--- src/rtl/led_chaser_multi.sv ---
// LED pattern generator: a prescaler produces a step tick, and each tick advances
// the LED bank in one of four modes (rotate right, rotate left, bounce, bar fill).
module led_chaser_multi #(
  parameter int WIDTH = 8,
  parameter int DIV   = 524288
) (
  input  logic             iCLK,
  input  logic             iRST,
  input  logic             iEN,
  input  logic [1:0]       iMODE,
  output logic [WIDTH-1:0] oLED,
  output logic             oTICK
);

  localparam int CNT_W = (DIV > 1) ? $clog2(DIV) : 1;
  localparam logic [CNT_W-1:0] CNT_MAX  = CNT_W'(DIV - 1);
  localparam logic [CNT_W-1:0] CNT_ZERO = {CNT_W{1'b0}};
  localparam logic [CNT_W-1:0] CNT_ONE  = CNT_W'(1);

  localparam logic [WIDTH-1:0] MSB_ONLY = {1'b1, {(WIDTH-1){1'b0}}};
  localparam logic [WIDTH-1:0] LSB_ONLY = {{(WIDTH-1){1'b0}}, 1'b1};
  localparam logic [WIDTH-1:0] ALL_ONES = {WIDTH{1'b1}};
  localparam logic [WIDTH-1:0] ALL_ZERO = {WIDTH{1'b0}};

  typedef enum logic [1:0] {
    MODE_RR     = 2'b00,
    MODE_RL     = 2'b01,
    MODE_BOUNCE = 2'b10,
    MODE_BAR    = 2'b11
  } mode_t;

  logic [CNT_W-1:0] cnt_r, cntNext_s;
  logic [WIDTH-1:0] led_r, ledNext_s;
  mode_t            mode_r, modeNext_s, reqMode_s;
  logic             dirLeft_r, dirLeftNext_s;
  logic             tick_s, tick_r;

  function automatic logic [WIDTH-1:0] startPattern(input mode_t m);
    case (m)
      MODE_RR:     startPattern = MSB_ONLY;
      MODE_RL:     startPattern = LSB_ONLY;
      MODE_BOUNCE: startPattern = MSB_ONLY;
      MODE_BAR:    startPattern = ALL_ZERO;
      default:     startPattern = MSB_ONLY;
    endcase
  endfunction

  // Prescaler advance, mode-change handling and per-mode pattern step.
  always_comb begin
    cntNext_s     = cnt_r;
    ledNext_s     = led_r;
    modeNext_s    = mode_r;
    dirLeftNext_s = dirLeft_r;
    reqMode_s     = mode_t'(iMODE);
    tick_s        = iEN && (cnt_r == CNT_MAX);

    if (iEN) begin
      cntNext_s = tick_s ? CNT_ZERO : (cnt_r + CNT_ONE);
    end else begin
      cntNext_s = cnt_r;
    end

    if (!tick_s) begin
      ledNext_s = led_r;
    end else if (reqMode_s != mode_r) begin
      // A mode change only loads the start pattern; the shift waits for the next tick.
      modeNext_s = reqMode_s;
      ledNext_s  = startPattern(reqMode_s);
      if (reqMode_s == MODE_BOUNCE) begin
        dirLeftNext_s = 1'b0;
      end else begin
        dirLeftNext_s = dirLeft_r;
      end
    end else begin
      case (mode_r)
        MODE_RR: begin
          if (led_r == ALL_ZERO) ledNext_s = MSB_ONLY;
          else                   ledNext_s = {led_r[0], led_r[WIDTH-1:1]};
        end
        MODE_RL: begin
          if (led_r == ALL_ZERO) ledNext_s = LSB_ONLY;
          else                   ledNext_s = {led_r[WIDTH-2:0], led_r[WIDTH-1]};
        end
        MODE_BOUNCE: begin
          // Direction flips on the step that lands on an end bit, so ends never dwell.
          if (led_r == ALL_ZERO) begin
            ledNext_s     = MSB_ONLY;
            dirLeftNext_s = 1'b0;
          end else if (!dirLeft_r) begin
            ledNext_s     = {1'b0, led_r[WIDTH-1:1]};
            dirLeftNext_s = led_r[1];
          end else begin
            ledNext_s     = {led_r[WIDTH-2:0], 1'b0};
            dirLeftNext_s = ~led_r[WIDTH-2];
          end
        end
        MODE_BAR: begin
          if (led_r == ALL_ONES) ledNext_s = ALL_ZERO;
          else                   ledNext_s = {1'b1, led_r[WIDTH-1:1]};
        end
        default: begin
          ledNext_s = MSB_ONLY;
        end
      endcase
    end
  end

  // State registers with synchronous reset taking priority over any tick.
  always_ff @(posedge iCLK) begin
    if (iRST) begin
      cnt_r     <= CNT_ZERO;
      led_r     <= MSB_ONLY;
      mode_r    <= MODE_RR;
      dirLeft_r <= 1'b0;
      tick_r    <= 1'b0;
    end else begin
      cnt_r     <= cntNext_s;
      led_r     <= ledNext_s;
      mode_r    <= modeNext_s;
      dirLeft_r <= dirLeftNext_s;
      tick_r    <= tick_s;
    end
  end

  assign oLED  = led_r;
  assign oTICK = tick_r;

endmodule

--- config.mk ---
export PLATFORM = sky130hd
export DESIGN_NAME = led_chaser_multi
export DESIGN_NICKNAME = d
export VERILOG_FILES = /design/src/rtl/led_chaser_multi.sv
export SDC_FILE = /design/constraint.sdc
export NUM_CORES = 1
export LEC_CHECK = 0
export CAP_MARGIN = 15
export CORE_ASPECT_RATIO = 1.4
export CORE_UTILIZATION = 30
export CTS_BUF_LIST = sky130_fd_sc_hd__clkbuf_8
export DETAILED_ROUTE_END_ITERATION = 8
export PLACE_DENSITY = 0.5
export SLEW_MARGIN = 20
export SYNTH_ARGS = -nofsm -noshare
export SYNTH_HDL_FRONTEND = slang
export SYNTH_SLANG_ARGS = --single-unit
--- constraint.sdc ---
create_clock -name iCLK -period 3.7 [get_ports iCLK]
set_input_delay 0.37 -clock iCLK [delete_from_list [all_inputs] [get_ports iCLK]]
set_output_delay 0.37 -clock iCLK [all_outputs]
set_load 0.02 [all_outputs]
# Word-level counts from Yosys, hierarchy flattened
# Cells that the tools add are included.
[classes] n_mux=14 magnitude_cmp=0 bitwise=1 div=0 mul=0 n_eq_ne=10 reduce_logical=8 shift=0 add_sub_neg=1
[op_table] op="$mux W8" count=6
[op_table] op="$pmux W8 S4" count=1
[op_table] op="$pmux W8 S3" count=1
[op_table] op="$add A19 B1 Y19 const B" count=1
[op_table] op="$eq A19 B19 Y1 const B" count=1
[op_table] op="$mux W19" count=1
[op_table] op="$eq A2 B2 Y1 const B" count=4
[op_table] op="$eq A8 B8 Y1 const B" count=1
[op_table] op="$logic_not A8 Y1" count=1
[op_table] op="$mux W1" count=5
[op_table] op="$eq A2 B1 Y1 const B" count=2
[op_table] op="$logic_not A2 Y1" count=2
[op_table] op="$reduce_and A3 Y1" count=1
[op_table] op="$ne A2 B1 Y1 const B" count=1
[op_table] op="$ne A2 B2 Y1" count=1
[op_table] op="$reduce_and A2 Y1" count=1
[op_table] op="$reduce_bool A2 Y1" count=1
[op_table] op="$reduce_or A2 Y1" count=1
[op_table] op="$logic_and A1 B1 Y1" count=1
[op_table] op="$not A1 Y1" count=1
[totals] mem_count=0 input_bits=5 ram_bits=0 romBits=0 latchBits=0 regBits=31 word_cells=39 output_inout_bits=9

# Depth between registers and ports, before layout
# Gate-level depths: netlist of run 1.
[depth] ltp_word=5 depth_mapped=7 mapped_depth_nobuf=6

# Least setup slack after synthesis of run 1
# No wires, ideal clock.
[synth_path] kind="register to register" start="register cnt_r[0]" end="register led_r[2], in the netlist oLED[2]" setup_ns=0.070 path_stages_with_launch=8 arrival_ns=1.761 n_path_buf=1 required_time_ns=3.630 synth_period_minus_slack_ns=1.832 slack_ns=1.868 path_cell_list="dfxtp_1 > ha_1 > nand3_2 > nor4_4 > nand2_4 > or3_1 > buf_2 > o2bb2ai_1"
[synth_between] elab_chain_len=2
[synth_lines] item="start: declaration" line="32" rtl="logic [CNT_W-1:0] cnt_r, cntNext_s;"
[synth_lines] item="start signal: assignment" line="117" rtl="cnt_r <= cntNext_s;"
[synth_lines] item="$eq A19 B19 Y1" line="55" rtl="tick_s = iEN && (cnt_r == CNT_MAX);"
[synth_lines] item="$logic_and A1 B1 Y1" line="55"
[synth_lines] item="end signal: assignment" line="118" rtl="led_r <= ledNext_s;"
[synth_lines] item="end: declaration" line="33" rtl="logic [WIDTH-1:0] led_r, ledNext_s;"
# Every way passes these cells.
# A chain may end at the register's enable or synchronous reset.

# Final worst setup path of run 1
[layout_path] start="input port iEN" end="register led_r[2], in the netlist oLED[2]"
[layout_between] elab_chain_len=1
[layout_lines] item="start: declaration" line="9" rtl="input logic iEN,"
[layout_lines] item="$logic_and A1 B1 Y1" line="55"
# Every way passes these cells.

==> results of run 1 <==
[cell type report]
class	count	area, µm²	area share, %
flip-flops and latches	31	621	34.7
clock buffers	5	68.8	3.85
well taps	64	80.1	4.48
clock inverters	3	15.0	0.840
repair buffers	13	130	7.28
inverters	5	18.8	1.05
multi-input cells	135	853	47.8
[cell usage in the layout (no fill, tap or decap), types with 6 or more instances in the layout]
| master | synthesis | final |
|---|---|---|
| a21oi_1 | 13 | 13 |
| clkdlybuf4s50_1 | 0 | 13 |
| dfxtp_1 | 31 | 31 |
| nand2_1 | 12 | 12 |
| nand4_1 | 10 | 10 |
| nor2_1 | 26 | 26 |
| nor3b_1 | 6 | 6 |
| o2bb2ai_1 | 6 | 6 |
| xnor2_1 | 9 | 9 |
| xor2_1 | 9 | 9 |
[layer usage]
layer  share of wire (%)  routed length, µm
met5                   0                  0
met4                 1.9                 63
met3                 2.9                 94
met2                  51               1660
met1                  44               1440
[stage by stage]
step           total power [W]  cell area (µm²)  hold WS [ps]
2_1_floorplan         0.000358             1520           462
3_3_place_gp          0.000367             1700           484
3_5_place_dp          0.000367             1700           498
4_1_cts               0.000622             1790           509
5_1_grt               0.000643             1790           527
6_report              0.000613             1790           510
[cells by family after synthesis]
logic type / after synthesis / share of synthesized area [%]
AOI/OAI and AO/OA: 26 / 11.3
adders and majority gates: 1 / 0.822
and+or+nand+nor: 89 / 32.9
xor gates and xnor gates: 18 / 10.4
DFF: 31 / 40.8
buffers and inverters: 11 / 3.12
muxes: 1 / 0.658
[sequential cells by signal, indices dropped and copies added (netlist names)]
signal,flops
mode_r,2
oLED,8
dirLeft_r,1
cnt_r,19
oTICK,1
[worst max path at each step]
stage	from	to	slack [ps]	cells after the start
after floorplan	cnt_r[0]	oLED[2]	1870	7
after global placement	iEN	dirLeft_r	1320	6
after detailed placement	iEN	oLED[2]	1250	6
after CTS	iEN	oLED[2]	1550	6
after global routing	iEN	oLED[1]	1390	6
final	iEN	oLED[2]	1540	6
[power groups by stage]
stage / sequential, W / clock, W / combinational (W)
6_report: 0.000338 / 0.000254 / 0.0000217
3_5_place_dp: 0.000345 / 0 / 0.0000223
3_3_place_gp: 0.000345 / 0 / 0.0000221
2_1_floorplan: 0.000344 / 0 / 0.0000140
5_1_grt: 0.000338 / 0.000281 / 0.0000245
4_1_cts: 0.000338 / 0.000262 / 0.0000222
[critical path, cell delays in order]
cell	delay, ps
clkdlybuf4s50_1	610
nand3_2	150
nor4_4	440
nand2_4	130
or3_1	480
o2bb2ai_1	190
==> flow_metrics.env, run 1 <==
export IMPL_status="complete, no violations"
export IMPL_setup_viol_count_final=0
export IMPL_grt_busiest_layer="met2"
export IMPL_hold_start="cnt_r[1]"
export IMPL_num_rows=30
export IMPL_cp_end_kind="register"
export IMPL_drc_errors=0
export IMPL_fin_ws_ps=1540
export IMPL_htreeDepth=2
export IMPL_postCtsSetupBuffers=0
export IMPL_switching_share_pct=22.8
export IMPL_post_drt_wl_per_cell_um=12.7
export IMPL_layout_drive_gt1_share_pct=8.85
export IMPL_grt_usage_pct=13.5
export IMPL_drtAntennaViolNets=0
export IMPL_grt_use_met1_pct=14.5
export IMPL_synth_area_top_cells="dfxtp_1 (41%), nor2_1 (6.4%), xnor2_1 (5.2%), xor2_1 (5.2%), a21oi_1 (4.3%)"
export IMPL_yosys_warnings=0
export IMPL_crit_reg2reg_capture="oLED[2]"
export IMPL_ctsHoldBuffers=0
export IMPL_initial_core_util_pct=31.2
export IMPL_pwr_share_clk_pct=41.4
export IMPL_dp_slack_ps=1250
export IMPL_combPwrFrac_pct=3.5
export IMPL_syn_area_um2=1520
export IMPL_r2r_start="cnt_r[0]"
export IMPL_power_density_nw_per_um2=343
export IMPL_viasPerCell=5.08
export IMPL_core_area_um2=4880
export IMPL_instances_no_fill=256
export IMPL_irDropWorstVdd_mv=0.249
export IMPL_synth_commonest_cells="dfxtp_1 (31), nor2_1 (26), a21oi_1 (13)"
export IMPL_required_ps=3910
export IMPL_path_max_fanout=8
export IMPL_p_seq_share_pct=55.1
export IMPL_first_pass_iters=4
export IMPL_die_w_um=62.2
export IMPL_r2r_cells=6
export IMPL_clock_skew_ps=8.85
export IMPL_maxSlewHeadroom_pct=45.3
export IMPL_ctsLongestPathBuffers=2
export IMPL_synth_flop_cell="dfxtp_1"
export IMPL_post_route_util_pct=36.6
export IMPL_vias=1301
export IMPL_floorplan_die_area_um2=5360
export IMPL_syn_nets=183
export IMPL_clkSinkCount=31
export IMPL_p_switching_w=0.000140
export IMPL_place_gp_congestion=0.849
export IMPL_period_minus_slack_ps=2160
export IMPL_synthDistinctLibCells=40
export IMPL_area_growth_pct=17.4
export IMPL_synth_top_area_share_pct=40.8
export IMPL_diodes=0
export IMPL_synth_largest_area_cell="dfxtp_1"
export IMPL_arrival_ps=2370
export IMPL_r2r_slack_ps=1640
export IMPL_criticalPathCategory="in -> reg"
export IMPL_synth_edff_count=0
export IMPL_first_global_vias=1267
export IMPL_cts_buffers=5
export IMPL_startpoint_type="primary input"
export IMPL_rsz0062_at_grt="false"
export IMPL_cts_tree="yes"
export IMPL_synth_most_common_cell="dfxtp_1"
export IMPL_io_buffers=13
export IMPL_hold_end="cnt_r[1]"
export IMPL_placed_cells=248
export IMPL_cell_internal_pwr_w=0.000473
export IMPL_drt_iter0_drc=65
export IMPL_fmax_ghz=0.463
export IMPL_drv_cap=0
export IMPL_cts_root_buf="clkbuf_8"
export IMPL_grt_overflow=0
export IMPL_synth_seq_cells=31
export IMPL_min_path_cells=2
export IMPL_grt_use_met3_pct=3.68
export IMPL_grt_max_degree=16
export IMPL_hp_class="reg -> reg"
export IMPL_io_pins=14
export IMPL_clk_latency_ps=280
export IMPL_dp_hpwl_um=2380
export IMPL_grt_pass1_wl_um=5760
export IMPL_clkTransAtPathRegs_ps=70
export IMPL_tns_ps=0
export IMPL_fin_nets=197
export IMPL_synth_async_reset_ratio_pct=0
export IMPL_post_cts_resized=0
export IMPL_syn_area_per_cell_um2=8.60
export IMPL_use_met2_pct=24.5
export IMPL_p_leak_nw=0.589
export IMPL_finalHoldViolCount=0
export IMPL_period_share_pct=58.4
export IMPL_drt_total_wl_um=3260
export IMPL_num_fill_cells=517
export IMPL_syn_instance_count=177
export IMPL_die_height_um=86.3
export IMPL_slew_violations=0
export IMPL_worst_pin_slew_ps=815
export IMPL_ys_seq_area_share_pct=40.8
export IMPL_antenna_found_initial=0
(Power assumes the default switching activity.)
==> run 2: changes to the inputs <==
==> constraint.sdc (replaced) <==
create_clock -name iCLK -period 2.2 [get_ports iCLK]
set_input_delay 0.22 -clock iCLK [delete_from_list [all_inputs] [get_ports iCLK]]
set_output_delay 0.22 -clock iCLK [all_outputs]
set_load 0.02 [all_outputs]
==> run 2 against run 1 <==
Against the previous run: critical path depth unchanged; wire length increased by 6.0%; global-route usage increased by 1.1 points; cell count increased by 3.5%; clock power increased by 130%; total power increased by 93%; flip-flop and latch count unchanged; utilization increased by 2.1 points.
==> flow_metrics.env, run 2 (synthesis gave the netlist of run 1 again) <==
export IMPL_num_fill_cells=500
export IMPL_power_total_w=0.00119
export IMPL_grt_pass1_wl_um=6200
export IMPL_area_growth_pct=24.1
export IMPL_post_cts_resized=0
export IMPL_cts_tree="yes"
export IMPL_postCtsSetupBuffers=0
export IMPL_power_density_nw_per_um2=628
export IMPL_regMostFlops="cnt_r"
export IMPL_irDropWorstVdd_mv=0.352
export IMPL_drtAntennaViolNets=0
export IMPL_drv_cap=0
export IMPL_regArea_um2=621
export IMPL_first_global_vias=1390
export IMPL_grt_usage_pct=14.6
export IMPL_io_buffers=13
export IMPL_path_max_fanout=4
export IMPL_period_minus_slack_ps=1940
export IMPL_cp_end_kind="register"
export IMPL_drc_errors=0
export IMPL_grt_overflow=0
export IMPL_crit_path_max_incr_delay_ps=600
export IMPL_num_rows=30
export IMPL_setup_viol_count_final=0
export IMPL_ctsHoldBuffers=0
export IMPL_dp_hpwl_um=2620
export IMPL_status="complete, no violations"
export IMPL_initial_core_util_pct=31.2
export IMPL_htreeDepth=2
export IMPL_slowest_stage="or4_1"
export IMPL_first_pass_iters=4
export IMPL_period_share_pct=88.1
export IMPL_hp_class="reg -> reg"
export IMPL_clkTransAtPathRegs_ps=70
export IMPL_arrival_ps=2120
export IMPL_clkSinkCount=31
export IMPL_cp_cell_sequence="ha_1, nand3_2, or4_1, nor3_2, a31o_2, nor2_1"
export IMPL_criticalPathCategory="reg -> reg"
export IMPL_required_ps=2380
export IMPL_io_pins=14
export IMPL_core_area_um2=4880
export IMPL_maxSlewHeadroom_pct=73.6
export IMPL_final_cell_mix="dfxtp_1 (31), nor2_1 (26), a21oi_1 (13), clkdlybuf4s50_1 (13), nand2_1 (12)"
export IMPL_rsz0062_at_grt="false"
export IMPL_ctsLongestPathBuffers=2
export IMPL_fmax_ghz=0.516
export IMPL_place_gp_congestion=0.853
export IMPL_layout_commonest_cell="dfxtp_1"
export IMPL_largest_register_ffs=19
export IMPL_post_drt_wl_per_cell_um=13.0
export IMPL_die_height_um=86.3
export IMPL_vias=1344
export IMPL_clock_skew_ps=5.74
export IMPL_diodes=0
export IMPL_cts_root_buf="clkbuf_8"
export IMPL_multi_input_area_um2=853
export IMPL_startpoint_type="register"
export IMPL_p_leak_nw=0.648
export IMPL_die_w_um=62.2
export IMPL_layout_drive_gt1_share_pct=12.9
export IMPL_slew_violations=0
export IMPL_viasPerCell=5.07
export IMPL_grt_max_degree=15
export IMPL_path_delay_family="simple AND/OR/NAND/NOR gates"
export IMPL_final_area_um2=1890
export IMPL_worst_pin_slew_ps=395
export IMPL_placed_area_um2=1770
export IMPL_cts_buffers=5
export IMPL_fin_nets=206
export IMPL_drt_iter0_drc=79
export IMPL_drt_total_wl_um=3450
export IMPL_finalHoldViolCount=0
export IMPL_tns_ps=0
export IMPL_clk_latency_ps=280
export IMPL_floorplan_die_area_um2=5360
export IMPL_antenna_found_initial=0
export IMPL_critPathBufInv=0
-- run 2: cell types whose count changed in the layout (fill, tap and decap cells not counted), sizes merged --
cell    before  now
buf          0    9
bufinv       0    1
clkbuf       5    6
clkinv       4    2
-- run 2: final timing paths --
check,from,end,slack [ps],depth (start not counted)
max reg2reg,cnt_r[0],dirLeft_r,260,6
min,cnt_r[1],cnt_r[1],500,2
min reg2reg,cnt_r[1],cnt_r[1],500,2
max,cnt_r[0],dirLeft_r,260,6
-- run 2: final cells by class --
type                    instances  area share (%)
flip-flops and latches         31            32.9
multi-input cells             135            45.2
well taps                      64            4.24
clock inverters                 2            1.86
inverters                       5           0.994
clock buffers                   6            4.37
repair buffers                 22            10.5
-- run 2: stage by stage --
| step | utilization, % | setup slack [ps] | instances | hold WS, ps |
|---|---|---|---|---|
| floorplan | - | 368 | 177 | 346 |
| CTS | 38.7 | 243 | 265 | 501 |
| global route | 38.7 | 136 | 265 | 545 |
| finish | 38.7 | 261 | 265 | 497 |
| detailed placement | 36.3 | 145 | 257 | 488 |
| global placement | 36.3 | 174 | 257 | 477 |
-- run 2: metal layers --
metal / vias up / part of all wire (%) / GRT usage, % / routed length (µm)
met4: 0 / 2.0 / 6.34 / 68
met2: 19 / 54 / 28.2 / 1860
li1: 672 / - / - / -
met5: - / 0 / 0 / 0
met1: 647 / 41 / 14.7 / 1420
met3: 6 / 3.0 / 3.68 / 104
-- run 2: tightest hold or removal path, stage by stage, from the launching register on --
cell	delay (ps)
dfxtp_1	330
nand2b_1	70
a21oi_1	50
-- run 2: where the power goes --
group          internal [W]  total [W]  switching, W
clock              0.000366   0.000576      0.000210
combinational     0.0000187  0.0000412     0.0000226
sequential         0.000564   0.000568    0.00000325
==> run 3: changes to the inputs <==
--- a/config.mk
+++ b/config.mk
@@ -11,7 +11,6 @@
 export CTS_BUF_LIST = sky130_fd_sc_hd__clkbuf_8
 export DETAILED_ROUTE_END_ITERATION = 8
 export PLACE_DENSITY = 0.5
-export SLEW_MARGIN = 20
 export SYNTH_ARGS = -nofsm -noshare
 export SYNTH_HDL_FRONTEND = slang
 export SYNTH_SLANG_ARGS = --single-unit
==> constraint.sdc (replaced) <==
create_clock -name iCLK -period 1.9 [get_ports iCLK]
set_input_delay 0.19 -clock iCLK [delete_from_list [all_inputs] [get_ports iCLK]]
set_output_delay 0.19 -clock iCLK [all_outputs]
set_load 0.02 [all_outputs]
==> run 3 against run 2 <==
Against the previous run: maximum frequency grew 7.9%; clock-buffer cell count stayed put; via count increased by 5.5%; largest cell class unchanged; sequential power rose by 16%; worst setup slack worse by 160 ps; first-iteration DRC count increased by 10%; hold slack improved by 22 ps; sequential share of layout area fell by 2.1 points; register-to-register slack worse by 160 ps; critical endpoint is now cnt_r[16]; highest routed layer unchanged; non-clock buffer count rose by 12.
==> flow_metrics.env, run 3 (synthesis gave the netlist of run 1 again) <==
export IMPL_status="complete, no violations"
export IMPL_hp_class="reg -> reg"
export IMPL_layout_commonest_cell="dfxtp_1"
export IMPL_cts_tree="yes"
export IMPL_grt_pass1_wl_um=6220
export IMPL_io_buffers=13
export IMPL_floorplan_die_area_um2=5360
export IMPL_drtAntennaViolNets=0
export IMPL_fin_ws_ps=103
export IMPL_area_growth_pct=32.9
export IMPL_clkSinkCount=31
export IMPL_first_global_vias=1393
export IMPL_criticalPathCategory="reg -> reg"
export IMPL_irDropWorstVdd_mv=1.03
export IMPL_layout_drive_gt1_share_pct=20.7
export IMPL_die_w_um=62.2
export IMPL_drt_total_wl_um=3560
export IMPL_drc_errors=0
export IMPL_viasPerCell=5.12
export IMPL_maxSlewHeadroom_pct=73.6
export IMPL_fin_nets=218
export IMPL_htreeDepth=2
export IMPL_r2r_start="cnt_r[0]"
export IMPL_regMostFlops="cnt_r"
export IMPL_io_pins=14
export IMPL_startpoint_type="register"
export IMPL_first_pass_iters=4
export IMPL_ctsLongestPathBuffers=2
export IMPL_period_minus_slack_ps=1800
export IMPL_ctsHoldBuffers=0
export IMPL_post_drt_wl_per_cell_um=12.9
export IMPL_drv_cap=0
export IMPL_place_gp_congestion=0.841
export IMPL_num_fill_cells=502
export IMPL_num_rows=30
export IMPL_hold_worst_slack_ps=519
export IMPL_drt_iter0_drc=87
export IMPL_crit_path_start="cnt_r[0]"
export IMPL_grt_max_degree=15
export IMPL_slew_violations=0
export IMPL_hold_start="cnt_r[16]"
export IMPL_worst_pin_slew_ps=395
export IMPL_p_leak_nw=0.733
export IMPL_final_cell_mix="dfxtp_1 (29), nor2_1 (26), buf_4 (20)"
export IMPL_clock_skew_ps=7.82
export IMPL_period_share_pct=94.6
export IMPL_diodes=0
export IMPL_largest_register_ffs=19
export IMPL_dp_slack_ps=-138
export IMPL_core_area_um2=4880
export IMPL_clk_latency_ps=280
export IMPL_dp_hpwl_um=2680
export IMPL_finalHoldViolCount=0
export IMPL_die_height_um=86.3
export IMPL_cts_buffers=5
export IMPL_path_max_fanout=4
export IMPL_tns_ps=0
export IMPL_grt_usage_pct=14.7
export IMPL_antenna_found_initial=0
export IMPL_arrival_ps=2020
export IMPL_cp_end_kind="register"
export IMPL_cts_root_buf="clkbuf_8"
export IMPL_fmax_ghz=0.557
export IMPL_clkTransAtPathRegs_ps=70
export IMPL_power_density_nw_per_um2=684
export IMPL_initial_core_util_pct=31.2
export IMPL_grt_overflow=0
export IMPL_vias=1418
export IMPL_setup_viol_count_final=0
export IMPL_required_ps=2120
export IMPL_rsz0062_at_grt="false"
==> run 3: layer usage <==
layer | track usage, % | routed length, µm | part of all wire, %
met4 | 6.13 | 57 | 1.6
met2 | 28.5 | 1970 | 55
met5 | 0 | 0 | 0
met3 | 3.82 | 136 | 3.8
met1 | 14.7 | 1400 | 39
==> run 3: final timing paths <==
check | to | slack [ps] | depth (start not counted)
max | cnt_r[16] | 100 | 5
min | cnt_r[16] | 520 | 2
max reg2reg | cnt_r[16] | 100 | 5
min reg2reg | cnt_r[16] | 520 | 2
==> run 3: what timing repair did <==
item	CTS	global route
buffers inserted	0	3
gates resized for setup	0	8
hold endpoints to repair	0	0
setup endpoints to repair	0	11
==> run 3: power by group <==
part           total [W]  internal [W]  switching [W]  leakage (nW)
clock           0.000665      0.000424       0.000241        0.0612
sequential      0.000657      0.000654     0.00000265         0.251
combinational  0.0000622     0.0000318      0.0000304         0.422
total            0.00138       0.00111       0.000274         0.733
==> run 3: through the flow <==
step,total power [W],utilization (%),cell area [µm²],instances
3_5_place_dp,0.000731,37.9,1850,266
2_1_floorplan,0.000698,-,1520,177
5_1_grt,0.00144,41.4,2020,277
3_3_place_gp,0.000731,37.9,1850,266
4_1_cts,0.00141,40.3,1970,274
6_report,0.00138,41.4,2020,277
==> run 3: worst max-delay path: stages, from the launching register on <==
cell     delay [ps]
dfxtp_2         330
ha_2            210
nand3_4         100
or4_4           590
or3_1           360
a21oi_1         140
==> run 3: area by class of cell <==
class                      count  area (µm²)  share of cell area (%)
clock buffer                   6        82.6                    4.08
multi-input combinational    135         882                    43.6
inverter                       5        18.8                   0.928
timing repair buffer          34         300                    14.9
sequential                    31         623                    30.8
tap                           64        80.1                    3.96
clock inverter                 2        35.0                    1.73
